<file path="src/rtl/seg7_pkg.sv">
// seg7_pkg
// Shared constants for the seven-segment scan driver:
//   NUM_DIGITS     - number of digits on the board display
//   AN_OFF/SEG_OFF - active-low "everything dark" values for anodes/segments
//   HEX_SEG_TABLE  - hex nibble to active-low segment pattern, seg[0]=a .. seg[6]=g
package seg7_pkg;

  localparam int NUM_DIGITS = 8;

  typedef logic [6:0] seg_t;

  localparam logic [NUM_DIGITS-1:0] AN_OFF  = 8'hFF;
  localparam seg_t                  SEG_OFF = 7'h7F;

  localparam seg_t HEX_SEG_TABLE [16] = '{
    7'h40, 7'h79, 7'h24, 7'h30,   // 0 1 2 3
    7'h19, 7'h12, 7'h02, 7'h78,   // 4 5 6 7
    7'h00, 7'h10, 7'h08, 7'h03,   // 8 9 A b
    7'h46, 7'h21, 7'h06, 7'h0E    // C d E F
  };

endpackage

</file>
<file path="src/rtl/seg7_scan_drv_if.sv">
// seg7_scan_drv_if
// Update channel between the CPU/MMIO side and the display driver.
//   upd_req  - request, held by the source until upd_ack
//   data_in  - 8 hex digits, digit i in data_in[4i+3:4i], digit 0 rightmost
//   dp_in    - decimal point per digit, 1 = lit
//   digit_en - per-digit enable, 1 = shown
//   upd_ack  - one-cycle pulse when the inputs were captured
// master = value source, slave = display driver.
interface seg7_scan_drv_if;
  import seg7_pkg::*;

  logic                    upd_req;
  logic [4*NUM_DIGITS-1:0] data_in;
  logic [NUM_DIGITS-1:0]   dp_in;
  logic [NUM_DIGITS-1:0]   digit_en;
  logic                    upd_ack;

  modport master (output upd_req, data_in, dp_in, digit_en, input upd_ack);
  modport slave  (input upd_req, data_in, dp_in, digit_en, output upd_ack);

endinterface

</file>
<file path="src/rtl/seg7_hex_dec.sv">
// seg7_hex_dec
// Purely combinational hex nibble to active-low seven-segment pattern.
//   nibble - 4-bit hex value
//   seg    - segments a..g on seg[0]..seg[6], active-low
module seg7_hex_dec
  import seg7_pkg::*;
(
  input  logic [3:0] nibble,
  output seg_t       seg
);

  assign seg = HEX_SEG_TABLE[nibble];

endmodule

</file>
<file path="src/rtl/seg7_scan_drv.sv">
// seg7_scan_drv
// Time-multiplexed driver for an 8-digit common-anode seven-segment display.
// Each digit owns a slot of SCAN_CYCLES clocks; the first BLANK_CYCLES of every
// slot keep all anodes off so the previous digit cannot ghost into the next.
// New values are only taken at the frame boundary, so a frame never tears.
//   clk        - system clock
//   rst        - asynchronous reset, active-high
//   upd        - update channel (slave side): upd_req/data_in/dp_in/digit_en in, upd_ack out
//   frame_done - one-cycle pulse, the cycle after the last cycle of a frame
//   an         - anode selects, active-low
//   seg        - segments a..g, active-low
//   dp         - decimal point, active-low
// SCAN_CYCLES must be >= 2 and BLANK_CYCLES < SCAN_CYCLES.
module seg7_scan_drv
  import seg7_pkg::*;
#(
  parameter int SCAN_CYCLES  = 100000,
  parameter int BLANK_CYCLES = 1000
) (
  input  logic                  clk,
  input  logic                  rst,
  seg7_scan_drv_if.slave        upd,
  output logic                  frame_done,
  output logic [NUM_DIGITS-1:0] an,
  output seg_t                  seg,
  output logic                  dp
);

  localparam int CNT_W = $clog2(SCAN_CYCLES);
  localparam int IDX_W = $clog2(NUM_DIGITS);

  localparam logic [CNT_W-1:0] CNT_LAST   = CNT_W'(SCAN_CYCLES - 1);
  localparam logic [CNT_W-1:0] BLANK_LAST = CNT_W'(BLANK_CYCLES - 1);
  localparam logic [IDX_W-1:0] IDX_LAST   = IDX_W'(NUM_DIGITS - 1);

  localparam logic [0:0] ST_BLANK = 1'b0;
  localparam logic [0:0] ST_SHOW  = 1'b1;

  // With no blanking configured a slot starts directly in SHOW.
  localparam logic [0:0] ST_SLOT_START = (BLANK_CYCLES == 0) ? ST_SHOW : ST_BLANK;

  logic [CNT_W-1:0]        cnt;
  logic [IDX_W-1:0]        idx;
  logic [0:0]              state;
  logic [0:0]              state_nxt;
  logic [4*NUM_DIGITS-1:0] sh_data;
  logic [NUM_DIGITS-1:0]   sh_dp;
  logic [NUM_DIGITS-1:0]   sh_en;
  logic                    slot_wrap;
  logic                    frame_end;
  logic                    lit;
  logic [3:0]              cur_nibble;
  seg_t                    dec_seg;

  assign slot_wrap  = (cnt == CNT_LAST);
  assign frame_end  = slot_wrap && (idx == IDX_LAST);
  assign cur_nibble = sh_data[{idx, 2'b00} +: 4];
  assign lit        = (state == ST_SHOW) && sh_en[idx];

  seg7_hex_dec u_hex_dec (
    .nibble (cur_nibble),
    .seg    (dec_seg)
  );

  // Slot counter and digit index; idx advances once per slot wrap.
  always_ff @(posedge clk or posedge rst) begin
    if (rst) begin
      cnt <= '0;
      idx <= '0;
    end else if (slot_wrap) begin
      cnt <= '0;
      idx <= (idx == IDX_LAST) ? '0 : idx + 1'b1;
    end else begin
      cnt <= cnt + 1'b1;
    end
  end

  // BLANK covers the first BLANK_CYCLES counts of a slot, SHOW the rest.
  always_comb begin
    state_nxt = state;
    if (slot_wrap) begin
      state_nxt = ST_SLOT_START;
    end else if (BLANK_CYCLES > 0 && cnt == BLANK_LAST) begin
      state_nxt = ST_SHOW;
    end
  end

  always_ff @(posedge clk or posedge rst) begin
    if (rst) begin
      state <= ST_SLOT_START;
    end else begin
      state <= state_nxt;
    end
  end

  // Shadow registers only change at the frame boundary; cleared on reset so
  // the display stays dark until the first update arrives.
  always_ff @(posedge clk or posedge rst) begin
    if (rst) begin
      sh_data <= '0;
      sh_dp   <= '0;
      sh_en   <= '0;
    end else if (frame_end && upd.upd_req) begin
      sh_data <= upd.data_in;
      sh_dp   <= upd.dp_in;
      sh_en   <= upd.digit_en;
    end
  end

  // Registered outputs: everything reflects the previous cycle's state, which
  // keeps the pads glitch-free and gives a fixed one-cycle latency.
  always_ff @(posedge clk or posedge rst) begin
    if (rst) begin
      an          <= AN_OFF;
      seg         <= SEG_OFF;
      dp          <= 1'b1;
      frame_done  <= 1'b0;
      upd.upd_ack <= 1'b0;
    end else begin
      frame_done  <= frame_end;
      upd.upd_ack <= frame_end && upd.upd_req;
      if (lit) begin
        an  <= ~({{(NUM_DIGITS-1){1'b0}}, 1'b1} << idx);
        seg <= dec_seg;
        dp  <= ~sh_dp[idx];
      end else begin
        an  <= AN_OFF;
        seg <= SEG_OFF;
        dp  <= 1'b1;
      end
    end
  end

endmodule

</file>
<file path="src/flat_wrapper.sv">
// flat-port wrapper written by rule: the top's interface ports become plain ports
module seg7_scan_drv_flat import seg7_pkg::*;
#(
  parameter int SCAN_CYCLES  = 100000,
  parameter int BLANK_CYCLES = 1000
)
  (clk, rst, frame_done, an, seg, dp, upd_upd_req, upd_data_in, upd_dp_in, upd_digit_en, upd_upd_ack);
  seg7_scan_drv_if upd_i ();
  input  logic clk;
  input  logic rst;
  output logic frame_done;
  output logic [NUM_DIGITS-1:0] an;
  output seg_t seg;
  output logic dp;
  input wire logic [$bits(upd_i.upd_req)-1:0] upd_upd_req;
  input wire logic [$bits(upd_i.data_in)-1:0] upd_data_in;
  input wire logic [$bits(upd_i.dp_in)-1:0] upd_dp_in;
  input wire logic [$bits(upd_i.digit_en)-1:0] upd_digit_en;
  output wire logic [$bits(upd_i.upd_ack)-1:0] upd_upd_ack;
  assign upd_i.upd_req = upd_upd_req;
  assign upd_i.data_in = upd_data_in;
  assign upd_i.dp_in = upd_dp_in;
  assign upd_i.digit_en = upd_digit_en;
  assign upd_upd_ack = upd_i.upd_ack;
  seg7_scan_drv #(.SCAN_CYCLES(SCAN_CYCLES), .BLANK_CYCLES(BLANK_CYCLES)) u_core (.clk(clk), .rst(rst), .upd(upd_i), .frame_done(frame_done), .an(an), .seg(seg), .dp(dp));
endmodule
</file>
<file path="config.mk">
export PLATFORM = sky130hd
export DESIGN_NAME = seg7_scan_drv_flat
export DESIGN_NICKNAME = d
export VERILOG_FILES = /design/src/rtl/seg7_pkg.sv /design/src/rtl/seg7_scan_drv_if.sv /design/src/rtl/seg7_hex_dec.sv /design/src/rtl/seg7_scan_drv.sv /design/src/flat_wrapper.sv
export SDC_FILE = /design/constraint.sdc
export NUM_CORES = 1
export LEC_CHECK = 0
export BUFFER_PORTS_ARGS = -buffer_cell sky130_fd_sc_hd__buf_2
export CAP_MARGIN = 20
export CORE_MARGIN = 4
export CORE_UTILIZATION = 50
export DETAILED_ROUTE_END_ITERATION = 8
export PLACE_DENSITY_LB_ADDON = 0.08
export SYNTH_ARGS = -nofsm -noshare
export SYNTH_HDL_FRONTEND = slang
export SYNTH_SLANG_ARGS = --single-unit
</file>
<file path="constraint.sdc">
create_clock -name clk -period 2.5 [get_ports clk]
set_input_delay 0 -clock clk [delete_from_list [all_inputs] [get_ports clk]]
set_output_delay 0 -clock clk [all_outputs]
set_load 0.02 [all_outputs]
</file>
* After elaboration in Yosys (flattened, before gate mapping)
Memories as Yosys holds them, arrays and structs flattened.
Cells that the tools add are included.
** Word-level totals
- Flip-flop bits (word level) :: 87
- Memory bits (read-only) :: 112
- Bits of input ports :: 51
- Memories kept :: 1
** Memories
- (name not given) :: words 16, width 7, rd ports 1, clocked after Yosys merged registers in 0, wr ports 0, line seg7_hex_dec.sv:12 : assign seg = HEX_SEG_TABLE[nibble];
** Operators by class
- Add/subtract/negate cells :: 2
- Magnitude comparators :: 2
- Equality and inequality tests :: 3
- Shift operators :: 2
- Multiplexer cells :: 13
- Bitwise logic cells :: 3
- Reduce and logical (&&, ||, !) cells :: 4
** Operators by type and width (count)
- $shiftx 32x6->4 :: 1
- $mux 7 :: 3
- $add 17x1->17 const B :: 1
- $eq 17x10->1 const B :: 1
- $eq 17x17->1 const B :: 1
- $mux 17 :: 1
- $mux 8 :: 1
- $not 8->8 :: 1
- $shl 1x3->8 const A :: 1
- $bmux 1 s3 :: 2
- $ge 5x5->1 const B :: 1
- $mux 1 :: 5
- $not 4->5 :: 1
- $lt 3x4->1 const B :: 1
- $add 3x1->3 const B :: 1
- $eq 3x3->1 const B :: 1
- $logic_and 1x1->1 :: 3
- $mux 3 :: 1
- $reduce_bool 2->1 :: 1
- $not 1->1 :: 1

* Depth between registers and ports, before layout
Gate-level depths: netlist of run 1.
- Word-level depth :: 6
- Gate-level depth with buffers :: 10
- Mapped depth without buffers :: 8

* Cells and area by module
Synthesis of run 1 repeated with hierarchy kept, for this count alone.
** Second synthesis, totals
- Cells, all modules :: 313
- Area, all modules :: 4204.0 um^2
** By module, submodules not included
- seg7_scan_drv :: instances 1, cells an instance 281, area each 3928.8 um^2, seq. area each 2197.1 um^2
- seg7_hex_dec :: instances 1, cells an instance 32, area each 275.3 um^2, seq. area each 0.0 um^2

* Worst setup path after synthesis of run 1
Ideal clock, no wire load.
- Path type :: register to register
- Start point :: register u_core.idx[0]
- End point :: register u_core.seg[3]
- Library setup time :: 0.108 ns
- Arrival time :: 2.468 ns
- Data required time :: 2.392 ns
- Slack :: -0.076 ns
- Cell stages (with the launch flop) :: 11
- Path buffers :: 2
- Period minus slack after synthesis :: 2.576 ns
- Path through :: dfrtp_1 > buf_2 > buf_2 > mux4_2 > mux2i_1 > inv_1 > ha_1 > inv_1 > nor3_1 > a211oi_1 > o21ai_0
** On the way
- Longest elaborated chain between the ends :: 6
- Elaborated cells between the ends (all ways) :: 9
- Those cells by class :: shift (1); mux (5); bitwise (1); reduce/logical (1); memory (1)
** RTL lines
- start: declaration :: line seg7_scan_drv.sv:43 : logic [IDX_W-1:0] idx;
- start signal: assignment :: line seg7_scan_drv.sv:72 : idx <= (idx == IDX_LAST) ? '0 : idx + 1'b1;
- $shiftx 32x6->4 :: line seg7_scan_drv.sv:57 : assign cur_nibble = sh_data[{idx, 2'b00} +: 4];
- $not 4->5 (implied by the code) :: line seg7_hex_dec.sv:12
- $mem_v2 16x7
- $mux 7 (implied by the code) (2 in a row) :: line seg7_hex_dec.sv:12
- $mux 7 (*) :: line seg7_scan_drv.sv:122 : if (lit) begin
- end signal: assignment :: line seg7_scan_drv.sv:124 : seg <= dec_seg;
- end: declaration :: line seg7_scan_drv.sv:25 : output seg_t seg,
Mark *: on every way between the ends. The rest lies on a longest branch, timed or not. The select of a mux whose other input is x is not followed.
A chain may end at the register's enable or synchronous reset.

* Worst setup path after layout of run 1
- Start point :: register u_core.cnt[12]
- End point :: register u_core.sh_data[29]
** On the way
- Longest elaborated chain between the ends :: 3
** RTL lines
- start: declaration :: line seg7_scan_drv.sv:42 : logic [CNT_W-1:0] cnt;
- start signal: assignment :: line seg7_scan_drv.sv:74 : cnt <= cnt + 1'b1;
- $eq 17x17->1 :: line seg7_scan_drv.sv:55 : assign slot_wrap = (cnt == CNT_LAST);
- $logic_and 1x1->1 :: line seg7_scan_drv.sv:56 : assign frame_end = slot_wrap && (idx == IDX_LAST);
- $logic_and 1x1->1 :: line seg7_scan_drv.sv:103 : end else if (frame_end && upd.upd_req) begin
- end signal: assignment :: line seg7_scan_drv.sv:104 : sh_data <= upd.data_in;
- end: declaration :: line seg7_scan_drv.sv:46 : logic [4*NUM_DIGITS-1:0] sh_data;
Every way passes these cells.

==> impl_metrics.yaml, run 1 <==
yosys:
  synth_top_family_by_area: "multiplexers"
  synth_edf_count: 0
  synth_async_sr_flop_share_pct: 100.0
  yosysWarnings: 0
  synthDistinctLibCells: 43
  synth_xor_area_share_pct: 3.035
  synthAdderAreaFrac_pct: 4.026
  avgSynthCellArea_um2: 13.42
  synthMuxAreaShare_pct: 22.17
  synth_flop_cell: "dfrtp_1"
  synthSimpleGateAreaFrac_pct: 9.755
  synth_seq_area_share_pct: 54.38
  ys_seq_elements: 87
  syn_nets: 365
  synth_compound_area_share_pct: 3.561
  syn_inst: 301
  syn_area_um2: 4040
clock_tree:
  cts_made_buffers: 9
  cts.path.max_buffers: 2
  root_buffer: "clkbuf_8"
  clock_sinks: 87
  clk_pin_slew_ns: 0.10
  htreeDepth: 3
  clk_latency_ns: 0.36
  cts_tree: "yes"
worst_setup_path:
  criticalPathCategory: "register to register"
  crit_arrival_ns: 2.52
  worstSetupEndpoint: "u_core.sh_data[29]$_DFFE_PP0P_"
  reg2reg_depth: 5
  rrSetupSlack_ns: 0.22
  worstSetupEndpointType: "register"
  critical_path.max_fanout: 39
  reg2reg_to: "u_core.sh_data[29]$_DFFE_PP0P_"
  crit_required_ns: 2.74
  r2r-start: "u_core.cnt[12]$_DFF_PP0_"
  critPathLaunchType: "register"
  crit_path_start: "u_core.cnt[12]$_DFF_PP0_"
placed_design:
  gp_congestion: 0.7636
  post_dp_cell_area_um2: 4517
  io_buffers: 68
  hpwl_um: 5672
detailed_routing:
  wl_per_cell_um: 15.47
  postRouteAntennaNets: 0
  first_pass_iters: 4
  vias: 2710
  drc: 0
  drt-total-wl_um: 8245
  via_per_inst: 5.084
  drt_iter0_drc: 80
floorplanning:
  start_util_pct: 51.75
  core_area_um2: 7807
  core.rowCount: 32
  die_area_um2: 9582
  fp.dieH_um: 97.89
  die_w_um: 97.89
  num_io_pins: 69
final_layout:
  final_cell_mix: "70 x dfrtp_1, 68 x buf_2, 49 x dlygate4sd3_1, 41 x mux2_2, 28 x nand2_1"
  n_fill_cell: 604
  design_area_um2: 5235
  diodes: 0
  syn_to_final_growth_pct: 29.58
  finalNetCount: 490
  layout-drive-gt1-share_pct: 41.30
  final_common_cell: "dfrtp_1"
timing:
  slew_headroom_pct: 48.43
  worst_pin_slew_ns: 0.7719
  holdWs_ns: 0.2337
  fmax_ghz: 0.4391
  fin_skew_ns: 0.01588
  setup_tns_ns: 0
  finalSetupViolCount: 0
  finalHoldViolCount: 0
  fin_crit_sh_pct: 91.09
  slew_violations: 0
  period_needed_ns: 2.277
  rsz0062_at_grt: "no"
global_route:
  grt_antenna_before_repair: 0
  grt_pass1_vias: 2917
  grt_pass1_wl_um: 14280
  grt_overflow: 0
  grtUsageTotal_pct: 18.64
  grt_max_degree: 50
power_and_ir_drop:
  power.internal_w: 0.002063
  p_leak_nw: 2.476
  combPwrFrac_pct: 4.9
  netSwitchingPower_w: 0.0005791
  pwr-share-seq_pct: 53.3
  swShare_pct: 21.91
  powerDensity_nw_per_um2: 504.8
  clock_power_share_pct: 41.8
  peakVddDrop_uv: 244.0
worst_hold_path:
  hp-start: "upd_upd_req"
  hp-class: "primary input to register"
run:
  cap_violations: 0
outcome:
  status: "finished clean"
[cell usage after synthesis, types with 2 or more instances]
cell	number	share of area, %
a22o_1	2	0.43
and3_1	7	1.1
clkbuf_1	4	0.37
dfstp_2	16	10
nor4_1	3	0.46
o221ai_1	3	0.65
inv_1	9	0.84
buf_2	2	0.25
dfrtp_1	71	44
mux2i_1	6	1.5
buf_4	4	0.74
nor3_1	4	0.50
a21oi_1	3	0.37
mux2_4	9	3.3
xnor2_1	5	1.1
nand2_1	28	2.6
nor2_1	15	1.4
nand3_1	9	1.1
nor2b_1	2	0.31
ha_1	13	4.0
mux4_2	10	5.6
o21ai_0	5	0.62
a211oi_1	2	0.37
o211ai_1	2	0.37
mux2_2	41	11
xor2_1	9	2.0
[what timing repair did]
action                     4_1_cts  5_1_grt
setup buffers                    0        0
setup endpoints to repair        0        2
resized for setup                0        1
hold buffers                    49        0
hold endpoints to repair        74        0
[kinds of logic after synthesis]
group	after synthesis
AOI/OAI and AO/OA	21
xor gates and xnor gates	14
adders and majority gates	13
buffers and inverters	21
DFF	87
muxes	67
and+or+nand+nor	78
[cell type report]
type                    instances  area, µm²  share of cell area [%]
flip-flops and latches         87       2198                   41.99
multi-input cells             193       1724                   32.93
repair buffers                126      923.4                   17.64
well taps                     102      127.6                   2.438
clock buffers                   9      123.9                   2.366
clock inverters                 7      102.6                   1.960
inverters                       9      35.03                  0.6692
[sequential cells by signal, summed over array words and instances (netlist names)]
signal / cells
u_core.sh_data: 32
u_core.seg: 7
u_core.dp: 1
u_core.cnt: 17
u_core.idx: 3
u_core.upd.upd_ack: 1
u_core.state: 1
u_core.sh_en: 8
u_core.an: 8
u_core.frame_done: 1
u_core.sh_dp: 8
[power by group through the flow]
stage,sequential (W),combinational (W),clock (W)
after detailed placement,0.00143,0.0000733,0
after CTS,0.00141,0.000132,0.00114
after global routing,0.00141,0.000147,0.00119
after global placement,0.00143,0.0000729,0
after floorplan,0.00143,0.0000211,0
final,0.00141,0.000130,0.00110
[metal layers]
layer	GRT usage [%]	part of all wire [%]
met5	0	0
met4	7.242	1.4
met3	3.714	4.3
met2	29.63	49
met1	25.34	45
[worst max-delay path, cell delays in order, from the launching register on]
cell and delay (ns):
dfrtp_1 0.43, or4_4 0.55, nor4_4 0.28, and3_2 0.27
buf_12 0.24, mux2_2 0.37
[worst min path at each step]
stage / end / slack, ns / cells after the start
finish: u_core.upd.upd_ack$_DFF_PP0_ / 0.23 / 3
global route: u_core.upd.upd_ack$_DFF_PP0_ / 0.23 / 3
CTS: u_core.upd.upd_ack$_DFF_PP0_ / 0.21 / 3
detailed placement: u_core.sh_dp[6]$_DFFE_PP0P_ / 0.12 / 2
global placement: u_core.sh_dp[6]$_DFFE_PP0P_ / 0.11 / 2
floorplan: u_core.sh_data[0]$_DFFE_PP0P_ / 0.15 / 1
[through the flow]
step | utilization, % | cells | total power (W) | setup slack, ns
floorplan | - | 301 | 0.001455 | 0.007395
global placement | 57.85 | 468 | 0.001507 | 0.2031
detailed placement | 57.85 | 468 | 0.001508 | 0.1568
CTS | 67.04 | 533 | 0.002674 | 0.1416
global route | 67.05 | 533 | 0.002745 | 0.08750
finish | 67.05 | 533 | 0.002643 | 0.2227
(Power assumes the default switching activity.)
==> inputs of run 2 (changes only) <==
--- a/config.mk
+++ b/config.mk
@@ -5,10 +5,11 @@
 export SDC_FILE = /design/constraint.sdc
 export NUM_CORES = 1
 export LEC_CHECK = 0
+export ABC_CLOCK_PERIOD_IN_PS = 2400
 export BUFFER_PORTS_ARGS = -buffer_cell sky130_fd_sc_hd__buf_2
 export CAP_MARGIN = 20
 export CORE_MARGIN = 4
-export CORE_UTILIZATION = 50
+export CORE_UTILIZATION = 56
 export DETAILED_ROUTE_END_ITERATION = 8
 export PLACE_DENSITY_LB_ADDON = 0.08
 export SYNTH_ARGS = -nofsm -noshare
==> constraint.sdc (replaced) <==
create_clock -name clk -period 2.4 [get_ports clk]
set_input_delay 0 -clock clk [delete_from_list [all_inputs] [get_ports clk]]
set_output_delay 0 -clock clk [all_outputs]
set_load 0.02 [all_outputs]
==> run 2 against run 1 <==
  * Worst setup slack worse by 0.12 ns
  * Sequential share of layout area fell by 0.29 points
  * Routed wire length rose by 3.5%
  * Clock-buffer cell count rose by 1
  * Clock skew decreased by 0.0031 ns
  * Die area fell by 9.9%
  * Critical path type unchanged
  * Critical endpoint is now u_core.seg[3]$_DFF_PP1_
==> impl_metrics.yaml, run 2 (synthesis results as in run 1) <==
timing:
  slew_violations: 0
  finalSetupViolCount: 0
  fin_crit_sh_pct: 95.74
  finalHoldViolCount: 0
  worst_pin_slew_ns: 0.7616
  setup_tns_ns: 0
  fin_skew_ns: 0.01276
  slew_headroom_pct: 49.17
  period_needed_ns: 2.298
  fmax_ghz: 0.4352
power_and_ir_drop:
  peakVddDrop_uv: 409.7
  powerDensity_nw_per_um2: 511.7
  pwr-share-seq_pct: 54.4
  p_leak_nw: 2.490
  combPwrFrac_pct: 5.1
  power.internal_w: 0.002133
  clock_power_share_pct: 40.5
  netSwitchingPower_w: 0.0005630
  swShare_pct: 20.88
worst_setup_path:
  criticalPathCategory: "register to register"
  crit_required_ns: 2.67
  critPathMostFrequentCell: "nand2_1"
  rrSetupSlack_ns: 0.10
  critical_path.max_fanout: 6
  crit_path_start: "u_core.idx[0]$_DFFE_PP0N_"
  r2r-start: "u_core.idx[0]$_DFFE_PP0N_"
  reg2reg_to: "u_core.seg[3]$_DFF_PP1_"
  reg2reg_depth: 9
  slowest_stage: "mux4_2"
  crit_arrival_ns: 2.57
  crit_path_max_incr_delay_ns: 0.51
  critPathLaunchType: "register"
  worstSetupEndpointType: "register"
  crit_chain: "buf_4 -> mux4_2 -> nand2_1 -> nand2_1 -> inv_1 -> ha_1 -> nor3_1 -> a211oi_1 -> o21ai_1"
final_layout:
  regMostFlops: "u_core.sh_data"
  largest_reg_flops: 32
  diodes: 0
  finalNetCount: 493
  layout-drive-gt1-share_pct: 41.24
  reg_top3: "u_core.sh_data: 32 flops, u_core.cnt: 17 flops"
  final_cell_mix: "71 x dfrtp_1, 68 x buf_2, 49 x dlygate4sd3_1, 41 x mux2_2, 28 x nand2_1"
  design_area_um2: 5269
  syn_to_final_growth_pct: 30.41
  final_common_cell: "dfrtp_1"
clock_tree:
  cts.path.max_buffers: 2
  clk_pin_slew_ns: 0.08
  cts_made_buffers: 9
  cts_tree: "yes"
  clock_sinks: 87
  clk_latency_ns: 0.35
  htreeDepth: 3
  root_buffer: "clkbuf_8"
run:
  cap_violations: 0
worst_hold_path:
  hold_path_depth: 3
  hp-start: "upd_upd_req"
  hold_end: "u_core.upd.upd_ack$_DFF_PP0_"
  hp-class: "primary input to register"
floorplanning:
  die_area_um2: 8638
  core_area_um2: 6907
  num_io_pins: 69
  core.rowCount: 30
  die_w_um: 92.94
  start_util_pct: 58.50
  fp.dieH_um: 92.94
detailed_routing:
  postRouteAntennaNets: 0
  first_pass_iters: 4
  drt_iter0_drc: 148
  wl_per_cell_um: 16.10
  drc: 0
  via_per_inst: 5.183
  vias: 2747
  drt-total-wl_um: 8535
global_route:
  grt_max_degree: 46
  grt_overflow: 0
  grt_antenna_before_repair: 0
  grt_pass1_wl_um: 14550
  grtUsageTotal_pct: 21.65
  grt_pass1_vias: 2926
placed_design:
  gp_congestion: 0.8246
  hpwl_um: 5482
  io_buffers: 68
  post_dp_cell_area_um2: 4558
outcome:
  status: "finished clean"
## run 2: per-stage QoR
step / hold WS [ns] / std cells / utilization, % / setup slack [ns] / power (W)
final: 0.2014 / 530 / 76.29 / 0.1023 / 0.002696
after global routing: 0.1981 / 530 / 76.29 / -0.002980 / 0.002795
after CTS: 0.1865 / 529 / 76.18 / 0.05679 / 0.002716
after detailed placement: 0.1549 / 464 / 66.00 / 0.1597 / 0.001570
after global placement: 0.1433 / 464 / 66.00 / 0.1912 / 0.001568
after floorplan: 0.1481 / 301 / - / 0.06711 / 0.001516
## run 2: how the worst max path moves through the flow
stage	endpoint	depth (start not counted)
final	u_core.seg[3]$_DFF_PP1_	9
after global routing	u_core.seg[3]$_DFF_PP1_	9
after CTS	u_core.seg[3]$_DFF_PP1_	9
after detailed placement	u_core.seg[3]$_DFF_PP1_	9
after global placement	u_core.sh_data[24]$_DFFE_PP0P_	5
after floorplan	u_core.seg[3]$_DFF_PP1_	10
## run 2: layout make-up
type                       instances  area [µm²]
sequential                        87        2197
multi-input combinational        193        1733
fill                             455        1638
timing repair buffer             129       970.9
clock buffer                      10       127.6
tap                               96       120.1
clock inverter                     6       85.08
inverter                           9       35.03
## run 2: repair_timing
action | 4_1_cts | 5_1_grt
endpoints found under the setup margin | 0 | 1
endpoints found under the hold margin | 89 | 0
setup buffers | 0 | 1
gates resized for setup | 0 | 1
hold buffers | 49 | 0
## run 2: worst max-delay path: cells and delay by family, from the launching register on
kind,cells,cell delay [ns]
compound gates,2,0.26
fa+ha+maj,1,0.26
buf+inv,2,0.34
flops,1,0.40
mux,1,0.51
simple gates,3,0.46
## run 2: power by group through the flow
stage               Clock [W]  Combinational [W]  Sequential (W)
finish                0.00109           0.000138         0.00147
global route          0.00118           0.000152         0.00147
CTS                   0.00111           0.000136         0.00147
detailed placement          0          0.0000757         0.00149
global placement            0          0.0000743         0.00149
floorplan                   0          0.0000220         0.00149
## run 2: routing by layer
metal / wire length [µm] / vias up / GRT usage (%)
met5: 0 / - / 0
met4: 123 / 0 / 7.814
met3: 284 / 11 / 3.412
met2: 4160 / 58 / 34.61
met1: 3966 / 1356 / 30.05
li1: - / 1322 / -
